<file path="config.mk">
export PLATFORM = sky130hd
export DESIGN_NAME = tune_player_flat
export DESIGN_NICKNAME = d
export VERILOG_FILES = /design/src/rtl/tune_player_pkg.sv /design/src/rtl/tune_player_if.sv /design/src/rtl/tune_player_melody_rom.sv /design/src/rtl/tune_player.sv /design/src/flat_wrapper.sv
export SDC_FILE = /design/constraint.sdc
export NUM_CORES = 1
export LEC_CHECK = 0
export CORE_AREA = 2 2 89 91
export CTS_BUF_LIST = sky130_fd_sc_hd__clkbuf_4 sky130_fd_sc_hd__clkbuf_8 sky130_fd_sc_hd__clkbuf_16
export CTS_CLUSTER_SIZE = 30
export DETAILED_ROUTE_END_ITERATION = 7
export DIE_AREA = 0 0 91 93
export GPL_TIMING_DRIVEN = 0
export PLACE_DENSITY = 0.67
export SYNTH_ARGS = -nofsm -noshare
export SYNTH_HDL_FRONTEND = slang
export SYNTH_SLANG_ARGS = --single-unit
</file>
<file path="constraint.sdc">
create_clock -name clk -period 2.87 [get_ports clk]
set_input_delay 0.287 -clock clk [delete_from_list [all_inputs] [get_ports clk]]
set_output_delay 0.287 -clock clk [all_outputs]
set_load 0.1 [all_outputs]
</file>
<file path="src/rtl/tune_player_pkg.sv">
// Shared widths, note frequencies, tune IDs and ROM step layout for the tune player.
package tune_player_pkg;

  localparam int FREQ_W = 14;
  localparam int DUR_W  = 5;
  localparam int IDX_W  = 4;

  localparam logic [FREQ_W-1:0] NOTE_REST = 14'd0;
  localparam logic [FREQ_W-1:0] NOTE_A2   = 14'd110;
  localparam logic [FREQ_W-1:0] NOTE_C4   = 14'd262;
  localparam logic [FREQ_W-1:0] NOTE_E4   = 14'd330;
  localparam logic [FREQ_W-1:0] NOTE_G4   = 14'd392;
  localparam logic [FREQ_W-1:0] NOTE_C5   = 14'd523;
  localparam logic [FREQ_W-1:0] NOTE_E5   = 14'd659;
  localparam logic [FREQ_W-1:0] NOTE_G5   = 14'd784;
  localparam logic [FREQ_W-1:0] NOTE_A5   = 14'd880;
  localparam logic [FREQ_W-1:0] NOTE_C6   = 14'd1047;

  localparam logic [1:0] TUNE_DROP = 2'd0;
  localparam logic [1:0] TUNE_WIN  = 2'd1;
  localparam logic [1:0] TUNE_LOSE = 2'd2;
  localparam logic [1:0] TUNE_BAD  = 2'd3;

  // dur == 0 marks the end of a tune
  typedef struct packed {
    logic [FREQ_W-1:0] freq;
    logic [DUR_W-1:0]  dur;
  } step_t;

  function automatic step_t mk_step(input logic [FREQ_W-1:0] f, input logic [DUR_W-1:0] d);
    return step_t'{freq: f, dur: d};
  endfunction

endpackage

</file>
<file path="src/rtl/tune_player_if.sv">
// Game-FSM to tune-player link: start/stop request in, buzzer drive and status out.
interface tune_player_if;
  import tune_player_pkg::*;

  logic              play;
  logic              stop;
  logic [1:0]        tune_sel;
  logic [FREQ_W-1:0] note;
  logic              enable;
  logic              busy;
  logic              done;

  modport master (output play, stop, tune_sel, input note, enable, busy, done);
  modport slave  (input play, stop, tune_sel, output note, enable, busy, done);
endinterface

</file>
<file path="src/rtl/tune_player_melody_rom.sv">
// Tune ROM: {tune, step index} -> {frequency in Hz, duration in ticks}.
module melody_rom
  import tune_player_pkg::*;
(
  input  logic [1:0]       tune_sel_i,
  input  logic [IDX_W-1:0] idx_i,
  output step_t            step_o
);

  always_comb begin
    step_o = mk_step(NOTE_REST, 5'd0);
    case ({tune_sel_i, idx_i})
      {TUNE_DROP, 4'd0}: step_o = mk_step(NOTE_A5, 5'd2);
      {TUNE_WIN,  4'd0}: step_o = mk_step(NOTE_C5, 5'd5);
      {TUNE_WIN,  4'd1}: step_o = mk_step(NOTE_E5, 5'd5);
      {TUNE_WIN,  4'd2}: step_o = mk_step(NOTE_G5, 5'd5);
      {TUNE_WIN,  4'd3}: step_o = mk_step(NOTE_C6, 5'd10);
      {TUNE_LOSE, 4'd0}: step_o = mk_step(NOTE_G4, 5'd8);
      {TUNE_LOSE, 4'd1}: step_o = mk_step(NOTE_REST, 5'd2);
      {TUNE_LOSE, 4'd2}: step_o = mk_step(NOTE_E4, 5'd8);
      {TUNE_LOSE, 4'd3}: step_o = mk_step(NOTE_C4, 5'd16);
      {TUNE_BAD,  4'd0}: step_o = mk_step(NOTE_A2, 5'd10);
      default:           step_o = mk_step(NOTE_REST, 5'd0);
    endcase
  end

endmodule

</file>
<file path="src/rtl/tune_player.sv">
// Melody sequencer: walks a ROM tune, driving buzzer note/enable with timed notes and gaps.
module tune_player
  import tune_player_pkg::*;
#(
  parameter int TICK_CYCLES = 1_000_000,
  parameter int GAP_TICKS   = 1
) (
  input  logic         clk,
  input  logic         rst_n,
  tune_player_if.slave bus
);

  localparam int PW = (TICK_CYCLES > 1) ? $clog2(TICK_CYCLES) : 1;
  localparam logic [PW-1:0]    PRESC_LAST = PW'(TICK_CYCLES - 1);
  localparam logic [DUR_W-1:0] GAP_LAST   = DUR_W'(GAP_TICKS - 1);

  localparam logic [1:0] S_IDLE  = 2'd0;
  localparam logic [1:0] S_FETCH = 2'd1;
  localparam logic [1:0] S_NOTE  = 2'd2;
  localparam logic [1:0] S_GAP   = 2'd3;

  logic [1:0]        state_q, state_d;
  logic [1:0]        sel_q, sel_d;
  logic [IDX_W-1:0]  idx_q, idx_d;
  logic              last_q, last_d;
  logic [PW-1:0]     presc_q, presc_d;
  logic [DUR_W-1:0]  tick_q, tick_d;
  logic [DUR_W-1:0]  dur_q, dur_d;
  logic [FREQ_W-1:0] note_q, note_d;
  logic              enable_q, enable_d;
  logic              busy_q, busy_d;
  logic              done_q, done_d;
  logic              tick_end;
  step_t             rom_step;

  melody_rom u_rom (
    .tune_sel_i (sel_q),
    .idx_i      (idx_q),
    .step_o     (rom_step)
  );

  assign tick_end = (presc_q == PRESC_LAST);

  always_comb begin
    state_d  = state_q;
    sel_d    = sel_q;
    idx_d    = idx_q;
    last_d   = last_q;
    presc_d  = presc_q;
    tick_d   = tick_q;
    dur_d    = dur_q;
    note_d   = note_q;
    enable_d = enable_q;
    busy_d   = busy_q;
    done_d   = 1'b0;
    case (state_q)
      S_IDLE: begin
        if (bus.play && !bus.stop) begin
          sel_d   = bus.tune_sel;
          idx_d   = '0;
          last_d  = 1'b0;
          busy_d  = 1'b1;
          state_d = S_FETCH;
        end
      end
      S_FETCH: begin
        // last_q: all 16 steps played, treat as an end marker
        if (rom_step.dur == '0 || last_q) begin
          done_d  = 1'b1;
          busy_d  = 1'b0;
          state_d = S_IDLE;
        end else begin
          note_d   = rom_step.freq;
          enable_d = (rom_step.freq != '0);
          dur_d    = rom_step.dur;
          presc_d  = '0;
          tick_d   = '0;
          state_d  = S_NOTE;
        end
      end
      S_NOTE: begin
        presc_d = tick_end ? '0 : presc_q + 1'b1;
        if (tick_end) begin
          if (tick_q == dur_q - 5'd1) begin
            enable_d = 1'b0;
            tick_d   = '0;
            last_d   = (idx_q == '1);
            idx_d    = (idx_q == '1) ? idx_q : idx_q + 1'b1;
            state_d  = (GAP_TICKS > 0) ? S_GAP : S_FETCH;
          end else begin
            tick_d = tick_q + 1'b1;
          end
        end
      end
      default: begin
        presc_d = tick_end ? '0 : presc_q + 1'b1;
        if (tick_end) begin
          if (tick_q == GAP_LAST) begin
            tick_d  = '0;
            state_d = S_FETCH;
          end else begin
            tick_d = tick_q + 1'b1;
          end
        end
      end
    endcase
    if (state_q != S_IDLE && bus.stop) begin
      state_d  = S_IDLE;
      enable_d = 1'b0;
      busy_d   = 1'b0;
      done_d   = 1'b0;
    end
  end

  always_ff @(posedge clk or negedge rst_n) begin
    if (!rst_n) begin
      state_q  <= S_IDLE;
      sel_q    <= '0;
      idx_q    <= '0;
      last_q   <= 1'b0;
      presc_q  <= '0;
      tick_q   <= '0;
      dur_q    <= '0;
      note_q   <= '0;
      enable_q <= 1'b0;
      busy_q   <= 1'b0;
      done_q   <= 1'b0;
    end else begin
      state_q  <= state_d;
      sel_q    <= sel_d;
      idx_q    <= idx_d;
      last_q   <= last_d;
      presc_q  <= presc_d;
      tick_q   <= tick_d;
      dur_q    <= dur_d;
      note_q   <= note_d;
      enable_q <= enable_d;
      busy_q   <= busy_d;
      done_q   <= done_d;
    end
  end

  assign bus.note   = note_q;
  assign bus.enable = enable_q;
  assign bus.busy   = busy_q;
  assign bus.done   = done_q;

endmodule

</file>
<file path="src/flat_wrapper.sv">
// flat-port wrapper written by rule: the top's interface ports become plain ports
module tune_player_flat import tune_player_pkg::*;
#(
  parameter int TICK_CYCLES = 1_000_000,
  parameter int GAP_TICKS   = 1
)
  (clk, rst_n, bus_play, bus_stop, bus_tune_sel, bus_note, bus_enable, bus_busy, bus_done);
  tune_player_if bus_i ();
  input  logic clk;
  input  logic rst_n;
  input wire logic [$bits(bus_i.play)-1:0] bus_play;
  input wire logic [$bits(bus_i.stop)-1:0] bus_stop;
  input wire logic [$bits(bus_i.tune_sel)-1:0] bus_tune_sel;
  output wire logic [$bits(bus_i.note)-1:0] bus_note;
  output wire logic [$bits(bus_i.enable)-1:0] bus_enable;
  output wire logic [$bits(bus_i.busy)-1:0] bus_busy;
  output wire logic [$bits(bus_i.done)-1:0] bus_done;
  assign bus_i.play = bus_play;
  assign bus_i.stop = bus_stop;
  assign bus_i.tune_sel = bus_tune_sel;
  assign bus_note = bus_i.note;
  assign bus_enable = bus_i.enable;
  assign bus_busy = bus_i.busy;
  assign bus_done = bus_i.done;
  tune_player #(.TICK_CYCLES(TICK_CYCLES), .GAP_TICKS(GAP_TICKS)) u_core (.clk(clk), .rst_n(rst_n), .bus(bus_i));
endmodule
</file>
# Word-level counts from Yosys, hierarchy flattened
# Index checks and enable logic that the tools add are counted.
[word_totals]
out_inout_bits = 17
register_bits = 56
ramBits = 0
romBits = 0
memories = 0
latch_bits = 0
[classes]
add_sub_neg = 4
bitwise = 2
div = 0
mux = 39
eq_ne = 24
n_lt_le_gt_ge = 0
reduce_logical = 25
mul = 0
n_shift = 0
[op_table]
columns = ["operator", "count"]
rows = [
  ["$pmux 16 s10", 1],
  ["$mux 20", 2],
  ["$pmux 20 s2", 1],
  ["$eq 6x6->1 const B", 5],
  ["$mux 5", 5],
  ["$eq 6x5->1 const B", 4],
  ["$add 20x1->20 const B", 1],
  ["$eq 20x20->1 const B", 1],
  ["$mux 4", 4],
  ["$pmux 5 s3", 1],
  ["$mux 2", 7],
  ["$reduce_bool 14->1", 1],
  ["$mux 1", 13],
  ["$ne 3x1->1 const B", 4],
  ["$reduce_and 4->1", 3],
  ["$logic_not 5->1", 2],
  ["$reduce_and 5->1", 2],
  ["$pmux 4 s2", 1],
  ["$logic_not 6->1", 1],
  ["$ne 2x1->1 const B", 3],
  ["$pmux 1 s2", 3],
  ["$pmux 2 s3", 1],
  ["$reduce_and 2->1", 3],
  ["$reduce_bool 2->1", 3],
  ["other kinds (18)", 22],
]

# Logic depth before layout (Yosys ltp)
# Gate-level depths: netlist of the first run.
[logic_depth]
ltp_word = 7
mapped_depth = 10
mapped_depth_nobuf = 8

# By module
# A second synthesis of the first run with hierarchy kept.
[hier_totals]
cells_unflattened = 362
area_unflattened_um2 = 3435.8
[by_module_without_submodules]
columns = ["mod", "cells_each", "seq_area_each_um2", "n_inst", "area_each_um2"]
rows = [
  ["tune_player", 307, 1401.3, 1, 3051.7],
  ["melody_rom", 55, 0.0, 1, 384.1],
]

# Worst setup path before layout of the first run
# OpenSTA, ideal clock, no wires.
[synth_timing]
path_kind = "reg2reg"
from = "register u_core.state_q[1]"
to = "register u_core.state_q[0]"
required_time_ns = 2.723
setup_time_ns = 0.147
path_stages_with_launch = 11
setup_slack_ns = 0.586
t_arrival_ns = 2.137
cell_sequence = "dfrtp_1 clkbuf_1 inv_1 ha_1 clkbuf_1 or2_2 a2111oi_0 nor2_1 o21a_1 o2111ai_1 o311ai_0"
[synth_via]
elab_chain_cells = 4
word_cells_on_any_way = 13
classes_between = "eq/ne: 5; mux: 2; reduce/logical: 6"
[synth_rtl]
columns = ["element", "line", "text"]
rows = [
  ["from (decl)", "tune_player.sv:22", "logic [1:0] state_q, state_d;"],
  ["from (signal assigned)", "tune_player.sv:129", "state_q <= state_d;"],
  ["$reduce_bool 2->1", "tune_player.sv:107", "if (state_q != S_IDLE && bus.stop) begin"],
  ["$logic_and 1x1->1", "tune_player.sv:107", ""],
  ["$ne 3x1->1 (no line) (tied with other cells)", "-", ""],
  ["$reduce_and 5->1 (no line)", "-", ""],
]
# Several ways; a longest one is shown, not always the timed one.
# A chain may end at the register's enable or synchronous reset.

# Worst setup path in the final report of the first run
# Same ends and word-level chain as after synthesis.

==> results of run 1 <==
[cell families (layout without fill, tap and decap cells)]
family,Yosys count,count (layout)
mux,8,8
simple gates,144,144
buf+inv,38,67
compound gates,110,110
xor+xnor,7,7
flops,52,52
fa+ha+maj,12,12
other cells,1,3
[state kept, by name, indices dropped and copies added (netlist names)]
name and flops:
u_core.sel_q 2, u_core.bus.note 11, u_core.tick_q 5, u_core.bus.done 1
u_core.last_q 1, u_core.idx_q 4, u_core.bus.enable 1, u_core.state_q 2
u_core.presc_q 20, u_core.bus.busy 1, u_core.dur_q 4
[routing by layer]
| layer | wire [um] | share of wire (%) | GRT usage [%] | vias up |
|---|---|---|---|---|
| met3 | 209 | 2.8 | 2.82 | 12 |
| met5 | 0 | 0 | 0 | - |
| met4 | 134 | 1.8 | 7.07 | 0 |
| met2 | 3720 | 49 | 32.7 | 52 |
| li1 | - | - | - | 1409 |
| met1 | 3520 | 46 | 23.9 | 1378 |
[worst paths after layout]
| check | depth (start not counted) | endpoint | from | slack [ns] |
|---|---|---|---|---|
| setup reg to reg | 10 | u_core.state_q[0] | u_core.state_q[1] | 0.19 |
| hold / removal | 2 | u_core.tick_q[2] | rst_n | 0.47 |
| min in group clk | 2 | u_core.bus.note[6] | u_core.bus.note[6] | 0.48 |
| max in group asynchronous | 3 | u_core.idx_q[1] | rst_n | 1.85 |
| setup / recovery | 10 | u_core.state_q[0] | u_core.state_q[1] | 0.19 |
| hold reg to reg | 2 | u_core.bus.note[6] | u_core.bus.note[6] | 0.48 |
[power by group through the flow]
stage / clock network [mW] / registers (mW) / logic [mW]
after floorplan: 0 / 1.55 / 1.07
after global placement: 0 / 0.992 / 2.09
after detailed placement: 0 / 1.00 / 2.12
after CTS: 0.456 / 0.985 / 2.13
after global routing: 0.485 / 1.01 / 2.32
final: 0.438 / 0.985 / 2.14
[Yosys cell counts, types with 5 or more instances]
library cell and number:
dfrtp_1 52, o21ai_0 44, nand2_1 39, nor2_1 27
clkbuf_1 16, inv_1 15, nand3_1 15, and3_1 12
ha_1 12, o31ai_1 12, nor3_1 10, nand4_1 9
a21oi_1 8, nor2b_1 7, a31oi_1 6, xor2_1 6
mux2i_1 5, o211ai_1 5
[final cells by class]
cell class / instances / area (um2) / area share (%)
clock buffer: 5 / 68.8 / 1.86
multi-input combinational: 284 / 1800 / 48.5
sequential: 52 / 1300 / 35.1
clock inverter: 3 / 23.8 / 0.641
buffer: 23 / 118 / 3.17
tap: 102 / 128 / 3.44
timing repair buffer: 21 / 215 / 5.80
inverter: 15 / 56.3 / 1.52
[critical path: cells and delay by family (launching register included)]
kind                       cells  cell delay, ns
buffers and inverters          3            0.65
DFF                            1            0.36
adders and majority gates      1            0.21
AOI/OAI and AO/OA              4            0.83
and+or+nand+nor                2            0.49
[metrics by stage]
stage	cells	total power [mW]	TNS [ns]	instance area (um2)	util, %
2_1_floorplan	374	2.62	0	3270	-
3_3_place_gp	495	3.08	-3.48	3590	47.7
3_5_place_dp	496	3.12	0	3600	47.9
4_1_cts	505	3.57	0	3710	49.3
5_1_grt	505	3.81	0	3710	49.3
6_report	505	3.56	0	3710	49.3
==> impl_metrics.py, run 1 <==
metrics = {
    "flow_run": {
        "cap_violations": 0,
    },
    "synth": {
        "synth_area_per_cell_um2": 8.78,
        "async_flop_share_pct": 100,
        "ys_seq_area_share_pct": 39.9,
        "synth_top_family_by_area": "compound AO/OA/AOI/OAI gates",
        "synth_cells": 372,
        "syn_area_um2": 3260,
        "synth.top_cells.by_area": "dfrtp_1 40%, o21ai_0 6.7%, ha_1 4.6%, nand2_1 4.5%, nor2_1 3.1%",
        "synth-edff-count": 0,
        "synth-main-ff-cell": "dfrtp_1",
        "ys.warnings.count": 0,
        "yosysTopAreaCellShare_pct": 39.9,
        "synth_compound_area_share_pct": 23.3,
        "synth.area.mux_share_pct": 2.57,
        "yosys.area_share.adder_pct": 4.60,
        "yosys.area_share.simple_pct": 22.4,
        "ys_types": 60,
        "synthXorXnorAreaFrac_pct": 1.88,
        "ys_ff_latch": 52,
        "synth_top_area_cell": "dfrtp_1",
    },
    "routing": {
        "first_pass_iters": 4,
        "drt-total-wl_um": 7580,
        "drt-initial-drc-count": 116,
        "postRouteAntennaNets": 0,
        "drt-wirelength-per-cell_um": 15.0,
        "via_per_inst": 5.65,
        "route.vias.total": 2851,
        "drc": 0,
    },
    "global_routing": {
        "grtUsageTotal_pct": 18.9,
        "grt_max_degree": 32,
        "antenna_found_initial": 0,
        "grt_pass1_vias": 2832,
        "grt_remaining_overflow": 0,
        "grt_first_pass_wirelength_um": 13200,
    },
    "worst_setup_path": {
        "cp_max_fo": 10,
        "start_kind": "flip-flop",
        "path_common_cell": "clkbuf_1",
        "crit_path_cell_trace": "clkbuf_1 > inv_1 > ha_1 > clkbuf_1 > or2_2 > a2111oi_0 > nor2_1 > o21a_1 > o2111ai_1 > o311ai_0",
        "worst_path_max_delay_cell": "or2_2",
        "critPathArrivalTime_ns": 2.86,
        "cp-end-kind": "flip-flop",
        "worst-setup-path-type": "flip-flop to flip-flop",
        "slowest_delay_ns": 0.39,
        "required_ns": 3.05,
    },
    "floorplanning": {
        "coreArea_um2": 7530,
        "die_x_um": 91,
        "die_area_um2": 8460,
        "start_util_pct": 43.4,
        "num_rows": 32,
        "io_pins": 23,
        "die_h_um": 93,
    },
    "clocking": {
        "cts_root_buffer": "clkbuf_8",
        "cts_tree": "done",
        "cts.repair.resized": 0,
        "clockBufferDepth": 2,
        "cts_max_level": 2,
        "cts_made_buffers": 5,
        "clk_latency_ns": 0.32,
        "ctsHoldBuffers": 1,
        "post_cts_buffers": 0,
        "path_clk_slew_ns": 0.10,
        "clock_sinks": 52,
    },
    "timing": {
        "hold_viol": 0,
        "setup_viol": 0,
        "fin_crit_ns": 2.68,
        "hold_ws_ns": 0.469,
        "worst_pin_slew_ns": 0.966,
        "rsz0062_at_grt": "no",
        "period_share_pct": 93.3,
        "fin_ws_ns": 0.192,
        "worst_slew_margin_rel_pct": 35.4,
        "final.setup_skew_ns": 0.00811,
        "maxSlewViolCount": 0,
        "fmax_mhz": 373,
    },
    "place": {
        "pre_cts_ws_ns": 0.233,
        "numPortBuffers": 19,
        "hpwl_um": 5610,
        "place_congestion": 0.925,
    },
    "finish": {
        "drive_above_1_share_pct": 7.69,
        "final_common_cell": "dfrtp_1",
        "mostFrequentLayoutCells": "52 x dfrtp_1, 44 x o21ai_0, 39 x nand2_1",
        "n_fill_cell": 751,
        "syn_to_final_growth_pct": 13.6,
        "diodes": 0,
        "nets": 420,
    },
    "power_and_ir_drop": {
        "ir_drop_uv": 361,
        "power_density_nw_per_um2": 961,
        "p_sw_mw": 1.87,
        "p_leak_nw": 1.55,
        "clkPwrFrac_pct": 12.3,
        "seqPwrFrac_pct": 27.6,
        "pwr-share-comb_pct": 60.1,
        "power.internal_mw": 1.69,
        "p_sw_share_pct": 52.4,
    },
    "run_status": {
        "status": "complete, no violations",
    },
    "worst_hold_path": {
        "hold_path_class": "primary input to async pin",
    },
}
(Power assumes the default switching activity.)
==> inputs of run 2 (changes only) <==
--- a/config.mk
+++ b/config.mk
@@ -10,8 +10,6 @@
 export CTS_CLUSTER_SIZE = 30
 export DETAILED_ROUTE_END_ITERATION = 7
 export DIE_AREA = 0 0 91 93
-export GPL_TIMING_DRIVEN = 0
-export PLACE_DENSITY = 0.67
 export SYNTH_ARGS = -nofsm -noshare
 export SYNTH_HDL_FRONTEND = slang
 export SYNTH_SLANG_ARGS = --single-unit
==> run 2 against run 1 <==
Effect of this change: global-route usage fell by 1.1 points; setup slack improved by 0.29 ns; sequential cell count did not move; critical path depth fell by 2; clock power rose by 4.6%; clock-buffer cell count rose by 3; non-clock buffer count fell by 13; hold slack got worse by 0.0090 ns; routed wire length fell by 6.2%; largest power group unchanged; highest routed layer unchanged.
==> impl_metrics.py, run 2 (synthesis results as in run 1) <==
metrics = {
    "clocking": {
        "path_clk_slew_ns": 0.10,
        "post_cts_buffers": 0,
        "clockBufferDepth": 2,
        "cts_tree": "done",
        "ctsHoldBuffers": 1,
        "clock_sinks": 52,
        "cts_root_buffer": "clkbuf_8",
        "cts.repair.resized": 0,
        "cts_max_level": 2,
        "cts_made_buffers": 5,
        "clk_latency_ns": 0.31,
    },
    "place": {
        "numPortBuffers": 19,
        "place_congestion": 0.963,
        "hpwl_um": 5130,
        "placed_area_um2": 3510,
    },
    "worst_hold_path": {
        "hold_path_class": "primary input to async pin",
    },
    "finish": {
        "mostFrequentLayoutCells": "52 x dfrtp_1, 44 x o21ai_0, 39 x nand2_1",
        "largest-register": "u_core.presc_q",
        "diodes": 0,
        "final_common_cell": "dfrtp_1",
        "register_area_um2": 1300,
        "largest_register_ffs": 20,
        "nets": 407,
        "syn_to_final_growth_pct": 11.0,
        "drive_above_1_share_pct": 12.3,
        "n_fill_cell": 752,
        "multi_input_area_um2": 1800,
        "design_area_um2": 3620,
    },
    "timing": {
        "final.setup_skew_ns": 0.0105,
        "setup_viol": 0,
        "period_share_pct": 83.3,
        "hold_viol": 0,
        "fin_crit_ns": 2.39,
        "maxSlewViolCount": 0,
        "fmax_mhz": 418,
        "rsz0062_at_grt": "no",
        "hold_ws_ns": 0.460,
        "fin_setup_tns_ns": 0,
    },
    "worst_setup_path": {
        "crit_path_cell_trace": "inv_1 > ha_1 > or2_2 > a2111oi_0 > nor2_1 > o21a_1 > o2111ai_1 > o311ai_0",
        "critPathArrivalTime_ns": 2.55,
        "worst_path_max_delay_cell": "dfrtp_1",
        "crit_path_start": "u_core.state_q[1]",
        "start_kind": "flip-flop",
        "cp-end-kind": "flip-flop",
        "cp_max_fo": 10,
        "worst-setup-path-type": "flip-flop to flip-flop",
        "slowest_delay_ns": 0.51,
        "required_ns": 3.03,
        "r2r_start": "u_core.state_q[1]",
    },
    "power_and_ir_drop": {
        "p_leak_nw": 1.57,
        "power_density_nw_per_um2": 966,
        "ir_drop_uv": 297,
    },
    "routing": {
        "drt-total-wl_um": 7110,
        "first_pass_iters": 4,
        "via_per_inst": 5.63,
        "drt-wirelength-per-cell_um": 14.5,
        "postRouteAntennaNets": 0,
        "drt-initial-drc-count": 170,
        "drc": 0,
        "route.vias.total": 2772,
    },
    "floorplanning": {
        "die_area_um2": 8460,
        "start_util_pct": 43.4,
        "io_pins": 23,
        "coreArea_um2": 7530,
        "die_h_um": 93,
        "num_rows": 32,
        "die_x_um": 91,
    },
    "global_routing": {
        "grt_first_pass_wirelength_um": 12400,
        "antenna_found_initial": 0,
        "grtUsageTotal_pct": 17.8,
        "grt_remaining_overflow": 0,
        "grt_pass1_vias": 2636,
        "grt_max_degree": 32,
    },
    "run_status": {
        "status": "complete, no violations",
    },
    "flow_run": {
        "cap_violations": 0,
    },
}
## run 2: cell types whose count changed in the layout (fill, tap and decap cells not counted), moves of 2 or more
cell / before / now
buf_4: 4 / 25
clkbuf_1: 16 / 0
clkdlybuf4s50_1: 18 / 4
buf_6: 2 / 0
clkbuf_4: 0 / 2
clkinvlp_4: 2 / 0
## run 2: path summary, 6_finish.rpt
kind	endpoint	cells past startpoint	slack, ns
setup / recovery	u_core.state_q[0]	8	0.48
hold / removal	u_core.bus.note[10]	2	0.46
setup reg to reg	u_core.state_q[0]	8	0.48
hold reg to reg	u_core.bus.note[7]	2	0.49
max in group asynchronous	u_core.presc_q[0]	3	1.61
min in group clk	u_core.bus.note[7]	2	0.49
## run 2: stage by stage
| stage | worst slack, ns | utilization [%] | power, mW | cells |
|---|---|---|---|---|
| detailed placement | 0.521 | 46.7 | 3.06 | 483 |
| global route | 0.294 | 48.1 | 3.75 | 492 |
| floorplan | 0.586 | - | 2.62 | 374 |
| global placement | 0.516 | 46.7 | 3.04 | 483 |
| CTS | 0.494 | 48.1 | 3.53 | 492 |
| finish | 0.479 | 48.1 | 3.50 | 492 |
## run 2: routing by layer
metal / global-route usage [%] / vias up / share of wire, % / routed length [um]
li1: - / 1386 / - / -
met2: 30.2 / 46 / 48 / 3400
met1: 23.6 / 1333 / 49 / 3450
met3: 2.66 / 7 / 2.3 / 167
met4: 5.43 / 0 / 1.3 / 91
met5: 0 / - / 0 / 0
## run 2: final cells by class
| type | instances | share of cell area (%) |
|---|---|---|
| multi-input combinational | 284 | 49.6 |
| sequential | 52 | 35.9 |
| timing repair buffer | 31 | 6.70 |
| tap | 102 | 3.52 |
| clock buffer | 8 | 2.69 |
| inverter | 15 | 1.55 |
## run 2: power breakdown
group	switching [mW]	internal, mW	leakage (nW)
sequential	0.108	0.882	0.693
clock	0.241	0.216	0.0523
combinational	1.44	0.611	0.823
total	1.79	1.71	1.57
## run 2: critical path: cells and delay by family, from the launching register on
| kind | cells | cell delay, ns |
|---|---|---|
| AND/OR/NAND/NOR | 2 | 0.48 |
| adder cells (fa/ha/maj) | 1 | 0.31 |
| buffers and inverters | 1 | 0.13 |
| flip-flops | 1 | 0.51 |
| AO/OA/AOI/OAI | 4 | 0.83 |
